<file path="config.mk">
export PLATFORM = sky130hd
export DESIGN_NAME = note_queue_synth
export DESIGN_NICKNAME = d
export VERILOG_FILES = /design/src/rtl/note_queue_synth.sv
export SDC_FILE = /design/constraint.sdc
export NUM_CORES = 1
export LEC_CHECK = 0
export ABC_AREA = 1
export CORE_ASPECT_RATIO = 2
export CORE_MARGIN = 8
export CORE_UTILIZATION = 40
export DETAILED_ROUTE_END_ITERATION = 10
export PLACE_DENSITY = 0.63
export SLEW_MARGIN = 15
export SYNTH_ARGS = -nofsm -noshare
export SYNTH_HDL_FRONTEND = slang
export SYNTH_SLANG_ARGS = --single-unit
export TNS_END_PERCENT = 1
</file>
<file path="constraint.sdc">
create_clock -name clock -period 6.3 [get_ports clock]
set_input_delay 1.26 -clock clock [delete_from_list [all_inputs] [get_ports clock]]
set_output_delay 1.26 -clock clock [all_outputs]
set_load 0.03 [all_outputs]
</file>
<file path="src/rtl/note_queue_synth.sv">
`default_nettype none
// +--------------------------------------------------------------------------+
// | Module      : note_queue_synth                                           |
// | Description : Memory-mapped note sequencer. Note words are queued in a   |
// |               DEPTH-entry FIFO and played in turn as square waves of     |
// |               programmable pitch, duration and volume. A 10-bit duty     |
// |               value drives the PWM serializer directly.                  |
// | Revision    : 1.0 - initial release                                      |
// +--------------------------------------------------------------------------+
// | Optional feature macro: NOTE_QUEUE_SYNTH_FLUSH_EN                        |
// |   defined   : a write of 32'hFFFF_FFFF is a stop command (flush + IDLE)  |
// |   undefined : 32'hFFFF_FFFF is queued as an ordinary note                |
// +--------------------------------------------------------------------------+
// | Ports                                                                    |
// |   clock      in   1  system clock, all flops on posedge                   |
// |   reset      in   1  asynchronous, active-low                             |
// |   wr_en      in   1  one-cycle store strobe (already address-decoded)     |
// |   wr_data    in  32  note word {volume[3:0], duration[11:0], half[15:0]}  |
// |   status     out 32  {busy, full, empty, 24'b0, count[4:0]}               |
// |   duty_cycle out 10  PWM duty value, 512 = silence                        |
// |   overflow   out  1  one-cycle pulse when a write is dropped              |
// +--------------------------------------------------------------------------+
// | DEPTH must be a power of two and at least 2.                             |
// +--------------------------------------------------------------------------+
module note_queue_synth #(
  parameter int DEPTH    = 8,
  parameter int TICK_DIV = 50000
) (
  input  logic        clock,
  input  logic        reset,
  input  logic        wr_en,
  input  logic [31:0] wr_data,
  output logic [31:0] status,
  output logic [9:0]  duty_cycle,
  output logic        overflow
);

  localparam int PTR_W = (DEPTH > 1) ? $clog2(DEPTH) : 1;
  localparam int CNT_W = $clog2(DEPTH + 1);
  localparam int PRE_W = (TICK_DIV > 1) ? $clog2(TICK_DIV) : 1;

  localparam logic [CNT_W-1:0] CNT_FULL = CNT_W'(DEPTH);
  localparam logic [PRE_W-1:0] PRE_MAX  = PRE_W'(TICK_DIV - 1);
  localparam logic [9:0]       MIDSCALE = 10'd512;

  typedef enum logic [1:0] {
    ST_IDLE = 2'd0,
    ST_LOAD = 2'd1,
    ST_PLAY = 2'd2
  } state_t;

  // Note storage; read/write pointers wrap naturally at the power-of-two depth
  logic [31:0]      mem [DEPTH];

  state_t           state_q, state_d;
  logic [PTR_W-1:0] wr_ptr_q, wr_ptr_d;
  logic [PTR_W-1:0] rd_ptr_q, rd_ptr_d;
  logic [CNT_W-1:0] count_q, count_d;
  logic [15:0]      half_q, half_d;
  logic [11:0]      dur_q, dur_d;
  logic [3:0]       vol_q, vol_d;
  logic [15:0]      pitch_q, pitch_d;
  logic [PRE_W-1:0] pre_q, pre_d;
  logic             phase_q, phase_d;
  logic [9:0]       duty_q, duty_d;
  logic             ovf_q, ovf_d;

  logic [31:0]      w_head;
  logic             w_flush;
  logic             w_pop;
  logic             w_push;
  logic [9:0]       w_swing;

  assign w_head = mem[rd_ptr_q];

`ifdef NOTE_QUEUE_SYNTH_FLUSH_EN
  assign w_flush = wr_en && (wr_data == 32'hFFFF_FFFF);
`else
  assign w_flush = 1'b0;
`endif

  // The head word is consumed on the edge that leaves LOAD. A flush wins
  // over that pop, so nothing is consumed on a flush cycle.
  assign w_pop  = (state_q == ST_LOAD) && !w_flush;
  // A full FIFO still accepts a write when the head is popped the same cycle
  assign w_push = wr_en && !w_flush && ((count_q != CNT_FULL) || w_pop);

  always_comb begin
    state_d  = state_q;
    wr_ptr_d = wr_ptr_q;
    rd_ptr_d = rd_ptr_q;
    count_d  = count_q;
    half_d   = half_q;
    dur_d    = dur_q;
    vol_d    = vol_q;
    pitch_d  = pitch_q;
    pre_d    = pre_q;
    phase_d  = phase_q;
    duty_d   = MIDSCALE;
    ovf_d    = wr_en && !w_flush && !w_push;
    w_swing  = {1'b0, vol_d, 5'b0};

    // FIFO bookkeeping
    if (w_push) begin
      wr_ptr_d = wr_ptr_q + PTR_W'(1);
    end
    if (w_pop) begin
      rd_ptr_d = rd_ptr_q + PTR_W'(1);
    end
    if (w_push && !w_pop) begin
      count_d = count_q + CNT_W'(1);
    end else if (!w_push && w_pop) begin
      count_d = count_q - CNT_W'(1);
    end

    case (state_q)
      ST_IDLE: begin
        if (count_q != '0) begin
          state_d = ST_LOAD;
        end
      end

      ST_LOAD: begin
        half_d  = w_head[15:0];
        dur_d   = w_head[27:16];
        vol_d   = w_head[31:28];
        pitch_d = '0;
        pre_d   = '0;
        phase_d = 1'b0;
        // A zero-duration note is skipped after its single LOAD cycle
        state_d = (w_head[27:16] == 12'd0) ? ST_IDLE : ST_PLAY;
      end

      ST_PLAY: begin
        if (pre_q == PRE_MAX) begin
          pre_d = '0;
          dur_d = dur_q - 12'd1;
          if (dur_q == 12'd1) begin
            state_d = (count_q != '0) ? ST_LOAD : ST_IDLE;
          end
        end else begin
          pre_d = pre_q + PRE_W'(1);
        end

        // A rest (half period 0) holds the pitch counter and phase
        if (half_q != 16'd0) begin
          if (pitch_q == (half_q - 16'd1)) begin
            pitch_d = '0;
            phase_d = !phase_q;
          end else begin
            pitch_d = pitch_q + 16'd1;
          end
        end
      end

      default: begin
        state_d = ST_IDLE;
      end
    endcase

    if (w_flush) begin
      state_d  = ST_IDLE;
      wr_ptr_d = '0;
      rd_ptr_d = '0;
      count_d  = '0;
    end

    // Duty is computed from next-state values so the registered output lines
    // up with the state it belongs to. volume*32 <= 480 keeps it in 32..992.
    w_swing = {1'b0, vol_d, 5'b0};
    if ((state_d == ST_PLAY) && (half_d != 16'd0) && (vol_d != 4'd0)) begin
      duty_d = phase_d ? (MIDSCALE + w_swing) : (MIDSCALE - w_swing);
    end
  end

  always_ff @(posedge clock or negedge reset) begin
    if (!reset) begin
      state_q  <= ST_IDLE;
      wr_ptr_q <= '0;
      rd_ptr_q <= '0;
      count_q  <= '0;
      half_q   <= '0;
      dur_q    <= '0;
      vol_q    <= '0;
      pitch_q  <= '0;
      pre_q    <= '0;
      phase_q  <= 1'b0;
      duty_q   <= MIDSCALE;
      ovf_q    <= 1'b0;
    end else begin
      state_q  <= state_d;
      wr_ptr_q <= wr_ptr_d;
      rd_ptr_q <= rd_ptr_d;
      count_q  <= count_d;
      half_q   <= half_d;
      dur_q    <= dur_d;
      vol_q    <= vol_d;
      pitch_q  <= pitch_d;
      pre_q    <= pre_d;
      phase_q  <= phase_d;
      duty_q   <= duty_d;
      ovf_q    <= ovf_d;
    end
  end

  // Storage needs no reset: emptiness is tracked by the pointers and count
  always_ff @(posedge clock) begin
    if (w_push) begin
      mem[wr_ptr_q] <= wr_data;
    end
  end

  // Status is a pure decode of registered state; bits 28:5 are zero padding
  assign status = {(state_q != ST_IDLE),
                   (count_q == CNT_FULL),
                   (count_q == '0),
                   24'd0,
                   5'(count_q)};

  assign duty_cycle = duty_q;
  assign overflow   = ovf_q;

endmodule
`default_nettype wire

</file>
* Yosys cells after proc, flatten, opt, wreduce, memory -nomap -nowiden
Memories as Yosys holds them, arrays and structs flattened.
Cells that the tools add are included.
** Storage, ports and cells
- Register bits after elaboration :: 88
- RAM bits :: 256
- Input port bits :: 35
- Output and inout port bits :: 43
- Word-level logic and storage cells :: 79
- Memories kept :: 1
** Cells by class
- Add/subtract/negate cells :: 10
- Equality and inequality tests :: 10
- Muxes and demuxes :: 24
- Reductions and logical operators :: 22
** Memory list
- mem :: depth 8, width 32, read ports 1, clocked after memory_dff 0, write ports 1, line 53 : logic [31:0] mem [DEPTH];
** Operator list (count)
- $mux 16 :: 4
- $pmux 16 s2 :: 2
- $add 16x1->16 const B :: 2
- $reduce_bool 16->1 :: 2
- $pmux 12 s2 :: 1
- $mux 10 :: 2
- $eq 16x16->1 :: 1
- $eq 16x16->1 const B :: 1
- $sub 16x1->16 const B :: 1
- $eq 12x1->1 const B :: 1
- $logic_not 12->1 :: 1
- $mux 12 :: 1
- $mux 4 :: 3
- $sub 12x1->12 const B :: 1
- $add 10x9->10 const A :: 1
- $sub 10x9->10 const A :: 1
- $mux 2 :: 4
- $reduce_bool 4->1 :: 2
- $add 3x1->3 const B :: 2
- $logic_and 1x1->1 :: 6
- $pmux 2 s3 :: 1
- $reduce_bool 2->1 :: 3
- $mux 1 :: 5
- $add 4x1->4 const B :: 1
- 12 further kinds :: 17

* Depth between registers and ports, before layout
Gate-level depths: netlist (run 1).
- Word-level depth :: 9
- Mapped depth :: 19
- Gate-level depth less buffers :: 18

* Worst setup path after synthesis (run 1)
Ideal clock, no wire load.
- Path type :: input port to flip-flop
- Start point :: in wr_en
- End point :: mem mem[0][0] (enable)
- Setup time :: 0.421 ns
- Arrival :: 3.004 ns
- Required time :: 5.879 ns
- Slack :: 2.875 ns
- Stages on the path :: 3
- Buffers on the path :: 0
- Cells stage by stage :: nand2_1 or2_2 nor2_1
** Between the ends
- Cells in the longest elaborated chain, start to end :: 3
** Ends and longest elaborated chain
- start, declared :: line 31 : input logic wr_en,
- $logic_and 1x1->1 :: line 86 : assign w_push = wr_en && !w_flush && ((count_q != CNT_FULL) || w_pop);
- $mux 1 :: line 208 : if (w_push) begin
- $mux 1 (implied by the code) :: line 209 : mem[wr_ptr_q] <= wr_data;
- end, declared :: line 53
No other way between the ends.

* Worst setup path after layout (run 1)
- Start point :: reg count_q[0]
- End point :: out status[29]
** Between the ends
- Cells in the longest elaborated chain, start to end :: 1
** Ends and longest elaborated chain
- start, declared :: line 58 : logic [CNT_W-1:0] count_q, count_d;
- start signal, assigned :: line 194 : count_q <= count_d;
- $logic_not 4->1 :: line 216 : (count_q == '0),
- end, declared :: line 33 : output logic [31:0] status,
No other way between the ends.

==> key figures, run 1 <==
Drt
  – Drt first-iter violations: slightly below 700
  – Top sig layer: met4
  – Met2 WL: roughly 19 mm
  – WL final: 34.8 mm
  – Drt first pass iters: 9
  – Drt wl/cell: 18.0 microns
  – Routed wl met3: 1.60 mm
  – Post-DRT Antenna Nets: 0
  – Via count: between 10000 and 15000
  – Residual DRC: 0
  – Post-DR vias/cell: 5.23
  – M1 WL: between 10 and 15 mm

Synthesis
  – Synth area leaders: edfxtp_1, dfrtp_1, nor2_1, o21ai_0, nand2_1
  – Yosys top cell by area: edfxtp_1
  – Async S/R FF share, synth: 0.245
  – Synth Area per Inst: roughly 11 sq um
  – Netlist cell types: 54
  – Synth Register Bits: 339
  – Ys flop type: edfxtp_1
  – Post-synthesis sequential area ratio: 0.639
  – Ys Warns: 0
  – Top cell type's share of synthesized area: 0.503
  – Synthesized area: ~15000 sq um
  – Number of flops mapped to enable cells by yosys: 256
  – Mapped Cells: 1426

Power and ir drop
  – Internal: 4700 uW
  – Comb pwr share: 0.376
  – Sequential power share: 0.398
  – Peak supply drop: 222 uV
  – Power Density: 460 nW/um^2
  – Pleak: approximately 0.0062 uW
  – Switch Pwr: 3110 uW
  – Switching Share: 0.398
  – Post-route total power: slightly below 8000 uW
  – Clock network power share: 0.227

Worst hold path
  – Worst Hold Launch: pre_q[0]$_DFFE_PN0N_
  – Worst min-delay path class: register to register
  – Hold Path Cell Cnt: 1

Clock network
  – TritonCTS buffer count: 29
  – Clock Sinks: 339
  – Reg clk slew, reported paths: 70 ps
  – Hold Buf Count CTS: 0
  – Setup bufs post-CTS: 0
  – Clock Latency Late Sink: 560 ps
  – CTS root buf: clkbuf_16
  – Maximum root-to-sink buffer count: 3
  – TritonCTS clock tree: done
  – Number of gates resized after CTS: 0
  – H-tree depth: 1

Timing
  – Period utilization: 0.600
  – Min setup slack post-route: 2520 ps
  – Fin. Hold Viols: 0
  – Rel. slew slack: 0.204
  – Max Slew Vio Count: 0
  – Slew of the pin with the lowest slew margin: 1190 ps
  – RSZ-0062 raised after global routing: false
  – Layout Skew: around 11 ps
  – Minimum hold slack: 507 ps
  – Final min period: 3780 ps
  – Maximum clock frequency: 265 MHz
  – Finish-stage setup viols: 0
  – TNS Setup: 0 ps

Run status
  – Status: finished, final reports clean

Die
  – IO Pins: 78
  – Starting density of the core: 0.405
  – # rows: 101
  – Core area: 37800 sq um
  – Die area: 45100 sq um
  – Die extent in x: ~150 microns
  – DIE HEIGHT: 292 microns

Finish
  – Fin cells: about 1900
  – Area Overhead vs Synth: 10.9%
  – N_diodes: 0
  – Nets: ~1500
  – Sequential cell area: 9770 sq um
  – Most common cell after layout, fill and taps aside: edfxtp_1
  – Multi-input gate area: 4700 sq um
  – Fillers: 3407
  – Share of layout cells above drive strength 1: 0.0726
  – Most frequent cells in the layout: edfxtp_1, nor2_1, nand2_1

Global routing
  – Antenna violations before repair: 0
  – First-pass GRT wire length: 55.1 mm
  – Grt ovf: 0
  – Total GRT Usage: 0.154
  – Vias in the first global route: 10339
  – Largest net degree at the start of global routing: 107

Placement
  – Pre-CTS setup slack: 2670 ps
  – Cells after DPL: around 1900
  – DP Wirelength: 22.6 mm
  – Routability cong.: 0.826
  – Number of port buffers: 47

Worst setup path
  – Critical Path RT: 5040 ps
  – Worst path arrival time: roughly 2500 ps
  – Crit path max fanout: 5
  – CP startpoint: count_q[0]$_DFFE_PN0P_
  – Crit Path Category: register to primary output
  – R2R depth: 14
  – Critical Path Start Type: register
  – Crit path capture type: primary output
  – FF-to-FF Start: rd_ptr_q[0]$_DFFE_PN0P_

Job
  – Max-cap viol count: 0
## through the flow
step,utilization,instance area [sq um]
finish,0.449,17000
global route,0.449,17000
global placement,0.422,16000
CTS,0.447,16900
detailed placement,0.422,16000
floorplan,-,15400
## cell families after synthesis
logic type      share of synthesized area
compound gates                      0.108
simple gates                        0.157
other cells                      0.000245
buf+inv                            0.0644
mux                              0.000655
fa+ha+maj                          0.0136
xor+xnor                           0.0169
flops                               0.639
## sequential cells by signal, indices dropped and copies added (netlist names)
register and flops:
dur_q 12, rd_ptr_q 3, wr_ptr_q 3, half_q 16
state_q 2, overflow 1, duty_cycle 5, pitch_q 16
vol_q 4, phase_q 1, pre_q 16, mem 256
count_q 4
## power by group through the flow
stage | Sequential [uW] | Clock [uW] | Combinational [uW]
CTS | 3110 | 1810 | 2950
global route | 3150 | 1890 | 3290
finish | 3100 | 1770 | 2930
floorplan | 3090 | 0 | 2180
detailed placement | 3150 | 0 | 2940
global placement | 3140 | 0 | 2880
## area by class of cell
cell class	count	share of cell area
clock buffer	35	0.0441
clock inverter	18	0.0104
inverter	100	0.0223
multi-input combinational	923	0.278
sequential	339	0.576
tap	463	0.0342
timing repair buffer	58	0.0351
## critical path, cell delays in order (launching register included)
cell and delay, ps:
dfrtp_1 460, nor2_1 160, inv_1 50, nor3_1 500
clkdlybuf4s50_1 790
## final timing paths
kind | end | slack [ps]
min in group asynchronous | overflow$_DFF_PN0_ | 520
min reg2reg | pre_q[0]$_DFFE_PN0N_ | 510
min | pre_q[0]$_DFFE_PN0N_ | 510
max | status[29] | 2520
max in group asynchronous | rd_ptr_q[0]$_DFFE_PN0P_ | 4480
max reg2reg | duty_cycle[6]$_DFF_PN0_ | 2850
## layer usage
layer,vias up,global-route usage
li1,4917,-
met1,4872,0.153
met2,248,0.300
met3,86,0.0196
met4,0,0.0872
met5,-,0
## cells in the mapped netlist (4+ instances only)
cell      count
edfxtp_1    256
nor2_1      248
nand2_1     183
o21ai_0     141
inv_1        92
dfrtp_1      82
nand3_1      65
o211ai_1     52
o21ai_1      41
buf_4        35
buf_2        24
a21oi_1      21
xor2_1       21
clkbuf_1     17
ha_1         15
nand4_1      13
nor2_2       13
buf_6        11
o22ai_1      11
nand2_2       8
nor3_1        8
inv_2         6
xnor2_1       6
nand3b_1      5
nor2_4        5
o21a_1        4
Note: power is estimated with default switching activity, not from simulation.
==> run 2, diff against run 1 <==
clock period = 3.8 ns   (was 6.3 ns; I/O delays follow)
==> run 2 against run 1 <==
Net effect: register-to-register slack worse by 1800 ps; via count is 0.13% lower; final area is 0.72% higher; final cell count is 0.52% higher; hold slack worse by 170 ps; critical path type unchanged.
==> key figures, run 2 (synthesis gave the netlist of run 1 again) <==
Clock network
  – Maximum root-to-sink buffer count: 3
  – Clock Latency Late Sink: ~560 ps
  – Clock Sinks: 339
  – CTS root buf: clkbuf_16
  – Setup bufs post-CTS: 0
  – Reg clk slew, reported paths: 70 ps
  – Hold Buf Count CTS: 0
  – Number of gates resized after CTS: 0
  – TritonCTS clock tree: done
  – TritonCTS buffer count: 28
  – H-tree depth: 1

Job
  – Max-cap viol count: 0

Timing
  – RSZ-0062 raised after global routing: false
  – Max Slew Vio Count: 0
  – Final min period: 3190 ps
  – Maximum clock frequency: 313 MHz
  – TNS Setup: 0 ps
  – Finish-stage setup viols: 0
  – Fin. Hold Viols: 0
  – Rel. slew slack: 0.329
  – Minimum hold slack: between 300 and 400 ps
  – Min setup slack post-route: 609 ps
  – Layout Skew: 14.5 ps
  – Period utilization: 0.840
  – Slew of the pin with the lowest slew margin: 1010 ps

Drt
  – Post-DR vias/cell: 5.20
  – Residual DRC: 0
  – Via count: 10110
  – Drt first-iter violations: 661
  – Post-DRT Antenna Nets: 0
  – Drt wl/cell: 17.7 microns
  – Drt first pass iters: 5
  – WL final: 34.4 mm

Placement
  – Pre-CTS setup slack: 956 ps
  – Routability cong.: 0.813
  – Cells after DPL: 1894
  – DP Wirelength: 22.2 mm
  – Number of port buffers: 47

Finish
  – Share of layout cells above drive strength 1: 0.0823
  – N_diodes: 0
  – Biggest register: mem
  – Area Overhead vs Synth: 11.7%
  – Most common cell after layout, fill and taps aside: edfxtp_1
  – Nets: 1512
  – Max FFs per register: between 200 and 300
  – Most frequent cells in the layout: edfxtp_1, nor2_1, nand2_1
  – Fin cells: 1946

Global routing
  – First-pass GRT wire length: 54.1 mm
  – Largest net degree at the start of global routing: around 110
  – Grt ovf: 0
  – Total GRT Usage: 0.151
  – Vias in the first global route: ~10000
  – Antenna violations before repair: 1

Run status
  – Status: finished, final reports clean

Die
  – Die area: 45100 sq um
  – Die extent in x: 154 microns
  – # rows: 101
  – DIE HEIGHT: ~290 microns
  – Core area: 37800 sq um
  – IO Pins: 78
  – Starting density of the core: 0.405

Worst setup path
  – CP top delay family: buffers and inverters
  – Critical Path RT: 3040 ps
  – Critical path's largest stage delay: 780 ps
  – WP buf/inv: 2
  – Crit path max fanout: 5
  – Worst path cell trace: nor2_1 -> inv_1 -> nor3_1 -> clkdlybuf4s50_1
  – Crit path capture type: primary output
  – Slowest library cell on the worst path: clkdlybuf4s50_1
  – Crit Path Category: register to primary output
  – Critical Path Start Type: register
  – Worst path arrival time: 2430 ps

Worst hold path
  – Worst min-delay path class: input port to async pin

Power and ir drop
  – Peak supply drop: about 360 uV
  – Pleak: 0.00632 uW
  – Power Density: 767 nW/um^2
## run 2: cell type report
cell class                 instances  area, sq um
clock inverter                    16          210
clock buffer                      36          762
inverter                         100          378
fill                            3378        20700
sequential                       339         9770
timing repair buffer              69          671
tap                              463          579
multi-input combinational        923         4700
## run 2: path summary, 6_finish.rpt
path                                               from  cells past startpoint                      end  slack (ps)
worst min-delay path                              reset                      1    pre_q[13]$_DFFE_PN0N_         340
worst max-delay path             count_q[0]$_DFFE_PN0P_                      4               status[29]         610
worst max register to register  rd_ptr_q[0]$_DFFE_PN0P_                     13  duty_cycle[6]$_DFF_PN0_        1090
worst min register to register   count_q[3]$_DFFE_PN0P_                      1   count_q[3]$_DFFE_PN0P_         520
min in group clock               count_q[3]$_DFFE_PN0P_                      1   count_q[3]$_DFFE_PN0P_         520
max in group asynchronous                         reset                      1  rd_ptr_q[0]$_DFFE_PN0P_        2670
## run 2: power by group
group / switching (uW) / internal [uW] / total, uW
Sequential: 364 / 4710 / 5070
Clock: 1340 / 1710 / 3050
Combinational: 3440 / 1530 / 4970
## run 2: per-stage QoR
| stage | instance area [sq um] | power (uW) | utilization |
|---|---|---|---|
| after floorplan | 15400 | 8740 | - |
| after global placement | 16100 | 10100 | 0.426 |
| after detailed placement | 16100 | 10200 | 0.426 |
| after CTS | 17100 | 13200 | 0.452 |
| after global routing | 17100 | 14000 | 0.452 |
| final | 17100 | 13100 | 0.452 |
## run 2: routing by layer
metal	vias to the layer above	GRT usage	wire [microns]
met4	2	0.0649	1250
met5	-	0	13
li1	4939	-	-
met1	4896	0.157	12800
met3	70	0.0171	1260
met2	203	0.298	19100
==> run 3, diff against run 2 <==
PLACE_DENSITY = 0.65   (was 0.63)
clock period = 2.9 ns   (was 3.8 ns; I/O delays follow)
==> run 3 against run 2 <==
Net effect: critical path type unchanged; combinational power is 37% higher; sequential cell count stayed put; register-to-register slack worse by 710 ps; hold slack worse by 270 ps; clock-buffer cell count is 5 lower; critical path depth stayed put.
==> key figures, run 3 (synthesis gave the netlist of run 1 again) <==
Run status
  – Status: finished, final reports clean

Finish
  – Fillers: 3371
  – Area Overhead vs Synth: 13.6%
  – Fin area: about 17000 sq um
  – Biggest register: mem
  – Fin cells: 1967
  – Most frequent cells in the layout: edfxtp_1, nor2_1, nand2_1
  – Nets: 1533
  – Most common cell after layout, fill and taps aside: edfxtp_1
  – Max FFs per register: roughly 260
  – Share of layout cells above drive strength 1: 0.0946
  – Sequential cell area: 9770 sq um
  – Multi-input gate area: 4700 sq um

Placement
  – DP Wirelength: 23.9 mm
  – Routability cong.: 0.861
  – Area post-placement: between 15000 and 20000 sq um
  – Cells after DPL: between 1500 and 2000
  – Number of port buffers: 47

Die
  – Starting density of the core: 0.405
  – IO Pins: between 70 and 80
  – Die area: 45100 sq um
  – Die extent in x: 154 microns
  – Core area: roughly 38000 sq um
  – DIE HEIGHT: 292 microns
  – # rows: 101

Drt
  – Routed wl met3: 1.37 mm
  – Drt wl/cell: 18.0 microns
  – Residual DRC: 0
  – Via count: slightly above 10000
  – M1 WL: 12.8 mm
  – WL final: 35.4 mm
  – Drt first-iter violations: 567
  – Post-DRT Antenna Nets: 0
  – Post-DR vias/cell: approximately 5.2
  – Met2 WL: 19.8 mm
  – Drt first pass iters: 5
  – Top sig layer: met4

Worst setup path
  – Worst path arrival time: 2070 ps
  – Critical Path Start Type: register
  – Crit path capture type: primary output
  – Crit path max fanout: 4
  – Crit Path Category: register to primary output
  – Critical Path RT: 2320 ps

Clock network
  – TritonCTS clock tree: done
  – Setup bufs post-CTS: 0
  – H-tree depth: 1
  – CTS root buf: clkbuf_16
  – Reg clk slew, reported paths: 80 ps
  – Maximum root-to-sink buffer count: 3
  – Clock Sinks: 339
  – TritonCTS buffer count: 29
  – Hold Buf Count CTS: 0
  – Clock Latency Late Sink: 570 ps

Global routing
  – Grt ovf: 0
  – Largest net degree at the start of global routing: 94
  – Antenna violations before repair: 2
  – First-pass GRT wire length: 55.8 mm
  – Total GRT Usage: 0.157
  – Vias in the first global route: between 10000 and 15000

Power and ir drop
  – Pleak: 0.00648 uW
  – Power Density: 1000 nW/um^2
  – Peak supply drop: 605 uV

Timing
  – Finish-stage setup viols: 0
  – Max Slew Vio Count: 0
  – Fin. Hold Viols: 0
  – Maximum clock frequency: 377 MHz
  – Layout Skew: 16.5 ps
  – Slew of the pin with the lowest slew margin: 811 ps
  – RSZ-0062 raised after global routing: false
  – Final min period: about 2700 ps
  – Rel. slew slack: 0.459
  – Period utilization: 0.915

Worst hold path
  – Worst min-delay path class: input port to async pin

Job
  – Max-cap viol count: 0
## run 3: cell types whose count changed in the layout (fill, tap and decap cells not counted), sizes merged
cell	previous run	this run
buf	23	43
clkbuf	36	31
clkinv	6	10
diode	0	3
inv	102	100
bufinv	4	5
clkdlybuf4s50	46	45
dlymetal6s2s	0	1
## run 3: power by group
| group | internal, uW | switching [uW] | leakage (uW) |
|---|---|---|---|
| clock network | 2280 | 1750 | 0.000464 |
| logic | 2210 | 4600 | 0.00263 |
| registers | 6170 | 452 | 0.00339 |
| total | 10700 | 6800 | 0.00648 |
## run 3: routing by layer
layer / vias up / global-route usage
met5: - / 0
met4: 0 / 0.0822
met3: 74 / 0.0199
met2: 220 / 0.307
met1: 5028 / 0.156
li1: 4988 / -
## run 3: worst max-delay path, stage by stage, from the launching register on
cell,delay [ps]
dfrtp_1,400
inv_1,100
ha_1,220
inv_1,80
clkdlybuf4s50_1,710
## run 3: final cells by class
class / count / share of cell area
Sequential cell: 339 / 0.563
Clock inverter: 19 / 0.0135
Tap cell: 463 / 0.0334
Multi-Input combinational cell: 923 / 0.271
Antenna cell: 3 / 0.000432
Inverter: 100 / 0.0218
Timing Repair Buffer: 89 / 0.0553
Clock buffer: 31 / 0.0422
## run 3: through the flow
step / total power [uW] / setup slack, ps / hold WS [ps] / util / TNS, ps
2_1_floorplan: 11500 / -402 / 284 / - / -89230
3_3_place_gp: 13400 / 222 / 494 / 0.434 / 0
3_5_place_dp: 13600 / 232 / 501 / 0.434 / 0
4_1_cts: 17600 / 120 / 81.2 / 0.459 / 0
5_1_grt: 18600 / 96.2 / 119 / 0.460 / 0
6_report: 17500 / 245 / 63.9 / 0.460 / 0
## run 3: final timing paths
| kind | cells past startpoint | startpoint | slack, ps | to |
|---|---|---|---|---|
| max | 4 | state_q[0]$_DFF_PN0_ | 250 | status[31] |
| min reg2reg | 2 | pre_q[1]$_DFFE_PN0N_ | 520 | pre_q[1]$_DFFE_PN0N_ |
| max reg2reg | 13 | rd_ptr_q[0]$_DFFE_PN0P_ | 380 | duty_cycle[6]$_DFF_PN0_ |
| min in group clock | 2 | pre_q[1]$_DFFE_PN0N_ | 520 | pre_q[1]$_DFFE_PN0N_ |
| min | 1 | reset | 60 | dur_q[4]$_DFFE_PN0P_ |
| max in group asynchronous | 2 | reset | 2120 | duty_cycle[9]$_DFF_PN1_ |
## run 3: what timing repair did
| item | 4_1_cts | 5_1_grt |
|---|---|---|
| resized for setup | 0 | 1 |
| endpoints found under the setup margin | 0 | 1 |
| hold endpoints to repair | 0 | 0 |
